===== src/rtl/cam_pkg.sv =====
// Shared types and RGB565 colour constants for the camera emulator.
package cam_pkg;

  typedef enum logic [2:0] {
    ST_IDLE   = 3'd0,
    ST_VSYNC  = 3'd1,
    ST_VBACK  = 3'd2,
    ST_ACTIVE = 3'd3,
    ST_VFRONT = 3'd4
  } cam_state_e;

  typedef enum logic [1:0] {
    PAT_BLACK = 2'b00,
    PAT_BARS  = 2'b01,
    PAT_GREY  = 2'b10,
    PAT_CHECK = 2'b11
  } cam_pattern_e;

  localparam logic [15:0] RGB_WHITE   = 16'hFFFF;
  localparam logic [15:0] RGB_YELLOW  = 16'hFFE0;
  localparam logic [15:0] RGB_CYAN    = 16'h07FF;
  localparam logic [15:0] RGB_GREEN   = 16'h07E0;
  localparam logic [15:0] RGB_MAGENTA = 16'hF81F;
  localparam logic [15:0] RGB_RED     = 16'hF800;
  localparam logic [15:0] RGB_BLUE    = 16'h001F;
  localparam logic [15:0] RGB_BLACK   = 16'h0000;

  function automatic logic [15:0] bar_color(input logic [2:0] idx);
    logic [15:0] c;
    case (idx)
      3'd0:    c = RGB_WHITE;
      3'd1:    c = RGB_YELLOW;
      3'd2:    c = RGB_CYAN;
      3'd3:    c = RGB_GREEN;
      3'd4:    c = RGB_MAGENTA;
      3'd5:    c = RGB_RED;
      3'd6:    c = RGB_BLUE;
      default: c = RGB_BLACK;
    endcase
    return c;
  endfunction

endpackage


===== src/rtl/cam_if.sv =====
// Control inputs and emulated DVP camera outputs of the emulator.
interface cam_if;
  logic       enable_in;
  logic [1:0] pattern_sel_in;
  logic [8:0] box_x_in;
  logic [7:0] box_y_in;
  logic       cam_clk_out;
  logic       vsync_out;
  logic       href_out;
  logic [7:0] pixel_out;
  logic       frame_start_out;

  modport master (
    input  enable_in, pattern_sel_in, box_x_in, box_y_in,
    output cam_clk_out, vsync_out, href_out, pixel_out, frame_start_out
  );

  modport slave (
    output enable_in, pattern_sel_in, box_x_in, box_y_in,
    input  cam_clk_out, vsync_out, href_out, pixel_out, frame_start_out
  );
endinterface


===== src/rtl/cam_pattern_pixel.sv =====
// Combinational test-pattern generator: background selected by pattern,
// overlaid with a solid marker square.
module cam_pattern_pixel
  import cam_pkg::*;
#(
  parameter int          H_ACTIVE  = 320,
  parameter int          BOX_SIZE  = 32,
  parameter logic [15:0] BOX_COLOR = 16'h07E0
) (
  input  logic [8:0]  x_in,
  input  logic [7:0]  y_in,
  input  logic [1:0]  pattern_in,
  input  logic [8:0]  box_x_in,
  input  logic [7:0]  box_y_in,
  output logic [15:0] pixel_out
);

  // Narrow frames would give zero-width bars; clamp to one column per bar.
  localparam int BAR_W = (H_ACTIVE / 8 > 0) ? H_ACTIVE / 8 : 1;

  logic [9:0]  x10, y10, bx10, by10, bar_idx;
  logic        in_box;
  logic [15:0] bg;

  always_comb begin
    x10     = {1'b0, x_in};
    y10     = {2'b00, y_in};
    bx10    = {1'b0, box_x_in};
    by10    = {2'b00, box_y_in};
    in_box  = (x10 >= bx10) && (x10 < bx10 + 10'(BOX_SIZE)) &&
              (y10 >= by10) && (y10 < by10 + 10'(BOX_SIZE));
    bar_idx = x10 / 10'(BAR_W);
    case (cam_pattern_e'(pattern_in))
      PAT_BARS:  bg = bar_color((bar_idx > 10'd7) ? 3'd7 : bar_idx[2:0]);
      PAT_GREY:  bg = {x_in[8:4], x_in[8:3], x_in[8:4]};
      PAT_CHECK: bg = (x_in[4] ^ y_in[4]) ? RGB_WHITE : RGB_BLACK;
      default:   bg = RGB_BLACK;
    endcase
    pixel_out = in_box ? BOX_COLOR : bg;
  end

endmodule


===== src/rtl/cam_emulator.sv =====
// DVP camera emulator: divides clk_in into PCLK and streams RGB565 frames
// as byte pairs framed by VSYNC/HREF, updating outputs on PCLK falling edges.
module cam_emulator
  import cam_pkg::*;
#(
  parameter int          H_ACTIVE    = 320,
  parameter int          V_ACTIVE    = 240,
  parameter int          H_BLANK     = 144,
  parameter int          VSYNC_LINES = 3,
  parameter int          V_BACK      = 17,
  parameter int          V_FRONT     = 10,
  parameter int          CLK_DIV     = 4,
  parameter int          BOX_SIZE    = 32,
  parameter logic [15:0] BOX_COLOR   = 16'h07E0
) (
  input  logic  clk_in,
  input  logic  rst_in,
  cam_if.master cam
);

  localparam int LINE_TICKS = 2 * H_ACTIVE + H_BLANK;
  localparam int TICK_W     = $clog2(LINE_TICKS);
  localparam int LINE_W     = 10;
  localparam int DIV_W      = $clog2(CLK_DIV);

  localparam logic [DIV_W-1:0]  DIV_LAST    = DIV_W'(CLK_DIV - 1);
  localparam logic [DIV_W-1:0]  DIV_HALF    = DIV_W'(CLK_DIV / 2);
  localparam logic [TICK_W-1:0] TICK_LAST   = TICK_W'(LINE_TICKS - 1);
  localparam logic [TICK_W-1:0] HREF_TICKS  = TICK_W'(2 * H_ACTIVE);
  localparam logic [LINE_W-1:0] VSYNC_LAST  = LINE_W'(VSYNC_LINES - 1);
  localparam logic [LINE_W-1:0] VBACK_LAST  = LINE_W'(V_BACK - 1);
  localparam logic [LINE_W-1:0] ACTIVE_LAST = LINE_W'(V_ACTIVE - 1);
  localparam logic [LINE_W-1:0] VFRONT_LAST = LINE_W'(V_FRONT - 1);

  cam_state_e        state_q, state_d;
  logic [DIV_W-1:0]  div_cnt_q, div_cnt_d;
  logic [TICK_W-1:0] tick_cnt_q, tick_cnt_d;
  logic [LINE_W-1:0] line_cnt_q, line_cnt_d, phase_last;
  logic [8:0]        box_x_q, box_x_d;
  logic [7:0]        box_y_q, box_y_d;
  logic [1:0]        pattern_q, pattern_d;
  logic              vsync_q, vsync_d, href_q, href_d, frame_start_q, frame_start_d;
  logic [7:0]        pixel_q, pixel_d;
  logic              tick, enter_vsync;
  logic [8:0]        pix_x;
  logic [7:0]        pix_y;
  logic [15:0]       pix;

  // A tick is the clk_in cycle on which the divider wraps: PCLK falling edge.
  assign tick = (div_cnt_q == DIV_LAST);

  always_comb begin
    div_cnt_d     = tick ? '0 : div_cnt_q + 1'b1;
    state_d       = state_q;
    tick_cnt_d    = tick_cnt_q;
    line_cnt_d    = line_cnt_q;
    box_x_d       = box_x_q;
    box_y_d       = box_y_q;
    pattern_d     = pattern_q;
    frame_start_d = 1'b0;
    enter_vsync   = 1'b0;
    case (state_q)
      ST_VSYNC:  phase_last = VSYNC_LAST;
      ST_VBACK:  phase_last = VBACK_LAST;
      ST_ACTIVE: phase_last = ACTIVE_LAST;
      default:   phase_last = VFRONT_LAST;
    endcase
    if (tick) begin
      if (state_q == ST_IDLE) begin
        enter_vsync = cam.enable_in;
      end else if (tick_cnt_q == TICK_LAST) begin
        tick_cnt_d = '0;
        if (line_cnt_q == phase_last) begin
          line_cnt_d = '0;
          case (state_q)
            ST_VSYNC:  state_d = ST_VBACK;
            ST_VBACK:  state_d = ST_ACTIVE;
            ST_ACTIVE: state_d = ST_VFRONT;
            ST_VFRONT: begin
              // enable_in is only consulted at frame end, so frames never truncate.
              if (cam.enable_in) enter_vsync = 1'b1;
              else               state_d     = ST_IDLE;
            end
            default:   state_d = ST_IDLE;
          endcase
        end else begin
          line_cnt_d = line_cnt_q + 1'b1;
        end
      end else begin
        tick_cnt_d = tick_cnt_q + 1'b1;
      end
      if (enter_vsync) begin
        state_d       = ST_VSYNC;
        box_x_d       = cam.box_x_in;
        box_y_d       = cam.box_y_in;
        frame_start_d = 1'b1;
      end
      if (tick_cnt_d == '0) pattern_d = cam.pattern_sel_in;
    end
  end

  assign pix_x = 9'(tick_cnt_d >> 1);
  assign pix_y = 8'(line_cnt_d);

  cam_pattern_pixel #(
    .H_ACTIVE  (H_ACTIVE),
    .BOX_SIZE  (BOX_SIZE),
    .BOX_COLOR (BOX_COLOR)
  ) u_pattern (
    .x_in       (pix_x),
    .y_in       (pix_y),
    .pattern_in (pattern_d),
    .box_x_in   (box_x_d),
    .box_y_in   (box_y_d),
    .pixel_out  (pix)
  );

  // Outputs are registered from the position being entered on this tick.
  always_comb begin
    vsync_d = vsync_q;
    href_d  = href_q;
    pixel_d = pixel_q;
    if (tick) begin
      vsync_d = (state_d == ST_VSYNC);
      href_d  = (state_d == ST_ACTIVE) && (tick_cnt_d < HREF_TICKS);
      pixel_d = href_d ? (tick_cnt_d[0] ? pix[7:0] : pix[15:8]) : 8'h00;
    end
  end

  always_ff @(posedge clk_in) begin
    if (rst_in) begin
      state_q       <= ST_IDLE;
      div_cnt_q     <= '0;
      tick_cnt_q    <= '0;
      line_cnt_q    <= '0;
      box_x_q       <= '0;
      box_y_q       <= '0;
      pattern_q     <= '0;
      vsync_q       <= 1'b0;
      href_q        <= 1'b0;
      pixel_q       <= '0;
      frame_start_q <= 1'b0;
    end else begin
      state_q       <= state_d;
      div_cnt_q     <= div_cnt_d;
      tick_cnt_q    <= tick_cnt_d;
      line_cnt_q    <= line_cnt_d;
      box_x_q       <= box_x_d;
      box_y_q       <= box_y_d;
      pattern_q     <= pattern_d;
      vsync_q       <= vsync_d;
      href_q        <= href_d;
      pixel_q       <= pixel_d;
      frame_start_q <= frame_start_d;
    end
  end

  assign cam.cam_clk_out     = (div_cnt_q >= DIV_HALF);
  assign cam.vsync_out       = vsync_q;
  assign cam.href_out        = href_q;
  assign cam.pixel_out       = pixel_q;
  assign cam.frame_start_out = frame_start_q;

endmodule

===== src/flat_wrapper.sv =====
// flat-port wrapper written by rule: the top's interface ports become plain ports
module cam_emulator_flat import cam_pkg::*;
#(
  parameter int          H_ACTIVE    = 320,
  parameter int          V_ACTIVE    = 240,
  parameter int          H_BLANK     = 144,
  parameter int          VSYNC_LINES = 3,
  parameter int          V_BACK      = 17,
  parameter int          V_FRONT     = 10,
  parameter int          CLK_DIV     = 4,
  parameter int          BOX_SIZE    = 32,
  parameter logic [15:0] BOX_COLOR   = 16'h07E0
)
  (clk_in, rst_in, cam_enable_in, cam_pattern_sel_in, cam_box_x_in, cam_box_y_in, cam_cam_clk_out, cam_vsync_out, cam_href_out, cam_pixel_out, cam_frame_start_out);
  cam_if cam_i ();
  input  logic clk_in;
  input  logic rst_in;
  input wire logic [$bits(cam_i.enable_in)-1:0] cam_enable_in;
  input wire logic [$bits(cam_i.pattern_sel_in)-1:0] cam_pattern_sel_in;
  input wire logic [$bits(cam_i.box_x_in)-1:0] cam_box_x_in;
  input wire logic [$bits(cam_i.box_y_in)-1:0] cam_box_y_in;
  output wire logic [$bits(cam_i.cam_clk_out)-1:0] cam_cam_clk_out;
  output wire logic [$bits(cam_i.vsync_out)-1:0] cam_vsync_out;
  output wire logic [$bits(cam_i.href_out)-1:0] cam_href_out;
  output wire logic [$bits(cam_i.pixel_out)-1:0] cam_pixel_out;
  output wire logic [$bits(cam_i.frame_start_out)-1:0] cam_frame_start_out;
  assign cam_i.enable_in = cam_enable_in;
  assign cam_i.pattern_sel_in = cam_pattern_sel_in;
  assign cam_i.box_x_in = cam_box_x_in;
  assign cam_i.box_y_in = cam_box_y_in;
  assign cam_cam_clk_out = cam_i.cam_clk_out;
  assign cam_vsync_out = cam_i.vsync_out;
  assign cam_href_out = cam_i.href_out;
  assign cam_pixel_out = cam_i.pixel_out;
  assign cam_frame_start_out = cam_i.frame_start_out;
  cam_emulator #(.H_ACTIVE(H_ACTIVE), .V_ACTIVE(V_ACTIVE), .H_BLANK(H_BLANK), .VSYNC_LINES(VSYNC_LINES), .V_BACK(V_BACK), .V_FRONT(V_FRONT), .CLK_DIV(CLK_DIV), .BOX_SIZE(BOX_SIZE), .BOX_COLOR(BOX_COLOR)) u_core (.clk_in(clk_in), .rst_in(rst_in), .cam(cam_i));
endmodule

===== config.mk =====
export PLATFORM = sky130hd
export DESIGN_NAME = cam_emulator_flat
export DESIGN_NICKNAME = d
export VERILOG_FILES = /design/src/rtl/cam_pkg.sv /design/src/rtl/cam_if.sv /design/src/rtl/cam_pattern_pixel.sv /design/src/rtl/cam_emulator.sv /design/src/flat_wrapper.sv
export SDC_FILE = /design/constraint.sdc
export NUM_CORES = 1
export LEC_CHECK = 0
export CORE_MARGIN = 2
export CORE_UTILIZATION = 45
export CTS_CLUSTER_SIZE = 14
export DETAILED_ROUTE_END_ITERATION = 10
export PLACE_DENSITY = 0.72
export SYNTH_ARGS = -nofsm -noshare
export SYNTH_HDL_FRONTEND = slang
export SYNTH_SLANG_ARGS = --single-unit

===== constraint.sdc =====
create_clock -name clk_in -period 4.31 [get_ports clk_in]
set_input_delay 0.6465 -clock clk_in [delete_from_list [all_inputs] [get_ports clk_in]]
set_output_delay 0.6465 -clock clk_in [all_outputs]
set_load 0.01 [all_outputs]

==> impl_metrics.ini <==
[power_and_ir_drop]
cellPowerDensity_nw_per_um2 = 214
static-leakage-power_uw = 0.00195
vdd.ir_drop.worst_uv = 144

[detailed_routing]
antenna_left = 0
drc = 0
detail_route.vias_per_cell = 5.99
avgRoutedWirePerCell_um = 16.1
detailroute.via_count = 4028
detailedRoute.firstIterationViolations = 326
detail_route.wirelength_um = 10800
dr.pass1.iters = 4

[die]
placement_rows = 34
dieArea_um2 = 9670
floorplan.io_pins = 34
floorplan.initialDensity_pct = 46.1
die_width_um = 98.3
die-height_um = 98.3
placeableCoreArea_um2 = 8680

[clocking]
cts.sink_count = 55
tritoncts.num_buffers = 5
clk_latency_ns = 0.31
ctsHtreeMaxLevel = 2
clock_tree.buffer_depth = 2
clk_pin_slew_ns = 0.10
cts_tree = done
cts_root_buf = clkbuf_8

[logic_synthesis]
ys_seq_elements = 55
syn-cell-area_um2 = 4000
synth_largest_type_area_fraction_pct = 27.5
syn_inst = 499
synth-edff-count = 0
synth_cell_types = 71
synthFlopType = dfxtp_1
seq_area_frac_synth_pct = 27.5
total_nets_after_synthesis = 551
synthesis.yosys.warnings = 0
synth.top_cells.by_area = dfxtp_1 28%, ha_1 9.4%, nor2_1 4.8%, mux2i_1 4.5%, nand2_1 3.9%
yosys.area.top_type = dfxtp_1
async_flop_share_pct = 0
post_synth.cell_area_avg_um2 = 8.02

[sta]
whs_ns = 0.447
skew_ns = 0.0106
tightest_slew_ns = 0.688
max-slew-margin-rel_pct = 53.6
rsz0062_at_grt = yes
endpoints_failing_hold = 0
post-route-period-util_pct = 99.2
tns_ns = 0
final-setup-viol-count = 0
timing.final.crit_period_ns = 4.28
timing.fmax_mhz = 234
report.final.slew_viol_count = 0

[place]
port-buffer-count = 33
place.detailed.instances = 658
gpl.final_weighted_congestion = 1.00
dpl.hpwl_um = 8100

[finish]
area_growth_from_synthesis_to_final_layout_pct = 24.7
fill_cells = 807
nNetsFinal = 616
postLayoutCoreUtil_pct = 57.5
final_layout_size_suffix_gt1_share_pct = 17.3
instances_no_fill = 673
inserted_diodes = 0

[run_status]
outcome = finished clean

[critical_path]
crit-reg2reg-capture = u_core.cam.pixel_out[2]
reg2regPathDepth = 17
worst-setup-path-type = flip-flop to flip-flop
worst-path-max-fanout = 5
startpoint = u_core.line_cnt_q[6]
cp_data_arrival_time_ns = 4.51
worst-endpoint-required_ns = 4.55
r2r_slack_ns = 0.03
crit_path_capture_type = flip-flop
r2r_start = u_core.line_cnt_q[6]
timing.critical_path.from_type = flip-flop
endpoint = u_core.cam.pixel_out[2]

[global_route]
grt_remaining_overflow = 0
global_route_wire_length_before_repair_um = 17800
grt_pass1_vias = 3607
largest_net_degree_at_the_start_of_global_routing = 42
number_of_antenna_violations_at_the_first_check_in_global_routing = 0
globalRouteTotalUtil_pct = 21.9

[hold_path]
hold_path_class = flip-flop to flip-flop

[flow_run]
maxCapViolations = 0
-- cell families after synthesis --
kind of cell,after synthesis,share of synthesized area [%]
xor+xnor,15,3.28
simple gates,207,27.5
fa+ha+maj,30,9.38
mux,23,5.91
flops,55,27.5
compound gates,124,21.9
buf+inv,45,4.50
-- layer usage --
metal  track usage [%]  share of wire [%]
met1              31.8                 46
met2              34.7                 48
met3              2.29                5.6
met4              5.58               0.81
met5                 0                  0
-- cell usage in the layout, fill, tap and decap left out, types with 17 or more instances in the layout --
master           count
dfxtp_1             54
buf_4               50
nor2_1              49
nand2_1             42
clkdlybuf4s50_1     33
ha_1                28
o21ai_0             26
a21oi_1             22
nor2b_1             20
inv_1               17
nor3_1              17
-- power by group --
part / internal [uW] / switching [uW] / leakage, uW
Combinational: 110 / 121 / 0.00145
Sequential: 517 / 5.02 / 0.000444
Clock: 132 / 181 / 0.0000516
Total: 759 / 307 / 0.00195
-- registers in the layout, summed over array words and instances, names as in the netlist --
name and cells:
u_core.cam.href_out 1, u_core.state_q 3, u_core.box_x_q 9, u_core.cam.pixel_out 8, u_core.div_cnt_q 2, u_core.box_y_q 8
u_core.pattern_q 2, u_core.cam.vsync_out 1, u_core.cam.frame_start_out 1, u_core.line_cnt_q 10, u_core.tick_cnt_q 10
-- synthesized netlist by cell type, drive strengths merged (3+ instances only) --
| cell | number |
|---|---|
| inv | 17 |
| nor4 | 3 |
| o2111ai | 4 |
| nand4 | 13 |
| ha | 30 |
| nor3 | 18 |
| dfxtp | 55 |
| nand3 | 17 |
| xnor2 | 7 |
| a32o | 4 |
| clkbuf | 16 |
| or4 | 5 |
| a21oi | 25 |
| a2111oi | 3 |
| a211oi | 7 |
| and2 | 3 |
| o21ai | 33 |
| mux2 | 5 |
| and3 | 4 |
| nand3b | 4 |
| nand2b | 9 |
| or3 | 5 |
| nor2 | 52 |
| o31ai | 4 |
| nand2 | 42 |
| a31oi | 9 |
| nor3b | 3 |
| a41oi | 3 |
| a21o | 6 |
| o21a | 4 |
| mux2i | 18 |
| buf | 10 |
| xor2 | 8 |
| and4 | 3 |
| nor2b | 20 |
-- per-stage QoR --
step	cell area, um^2	total power (uW)	setup WS (ns)
after floorplan	4020	666	0.00256
after global placement	4700	734	-0.0264
after detailed placement	4700	739	-0.179
after CTS	4810	1050	0.00820
after global routing	4990	1120	-0.164
final	4990	1070	0.0348
-- timing repair --
| action | CTS | global route |
|---|---|---|
| hold buffers | 0 | 0 |
| buffers inserted | 0 | 8 |
| pin swaps | 1 | 16 |
| setup endpoints to repair | 8 | 8 |
| hold endpoints to repair | 0 | 0 |
| resized for setup | 3 | 26 |
-- worst max-delay path, stage by stage, from the launching register on --
cell and delay (ns):
dfxtp_2 0.33, or4_4 0.56, a211oi_4 0.21, o2111ai_4 0.16, o21ai_4 0.29, mux2i_2 0.27
inv_1 0.09, ha_2 0.21, xor2_1 0.16, ha_1 0.32, nor3b_4 0.16, a2111o_1 0.35
a31oi_1 0.15, nor3_1 0.05, nand3b_1 0.26, or3b_4 0.31, a21oi_2 0.04, o31ai_2 0.24
-- how the worst min path moves through the flow --
| stage | startpoint | end | slack, ns | cells past startpoint |
|---|---|---|---|---|
| 3_3_place_gp | u_core.cam.href_out | u_core.cam.href_out | 0.43 | 2 |
| 6_report | u_core.cam.href_out | u_core.cam.href_out | 0.45 | 2 |
| 4_1_cts | u_core.cam.href_out | u_core.cam.href_out | 0.45 | 2 |
| 5_1_grt | u_core.cam.href_out | u_core.cam.href_out | 0.47 | 2 |
| 3_5_place_dp | u_core.cam.href_out | u_core.cam.href_out | 0.44 | 2 |
| 2_1_floorplan | u_core.div_cnt_q[0] | u_core.div_cnt_q[0] | 0.43 | 1 |
-- cell type report --
class | count | area, um^2 | area share [%]
inverter | 19 | 71.3 | 1.43
clock inverter | 2 | 13.8 | 0.276
multi-input combinational | 399 | 2860 | 57.3
sequential | 55 | 1100 | 22.1
timing repair buffer | 84 | 726 | 14.5
tap | 108 | 135 | 2.71
clock buffer | 6 | 82.6 | 1.65
Note: power is estimated with default switching activity, not from simulation.
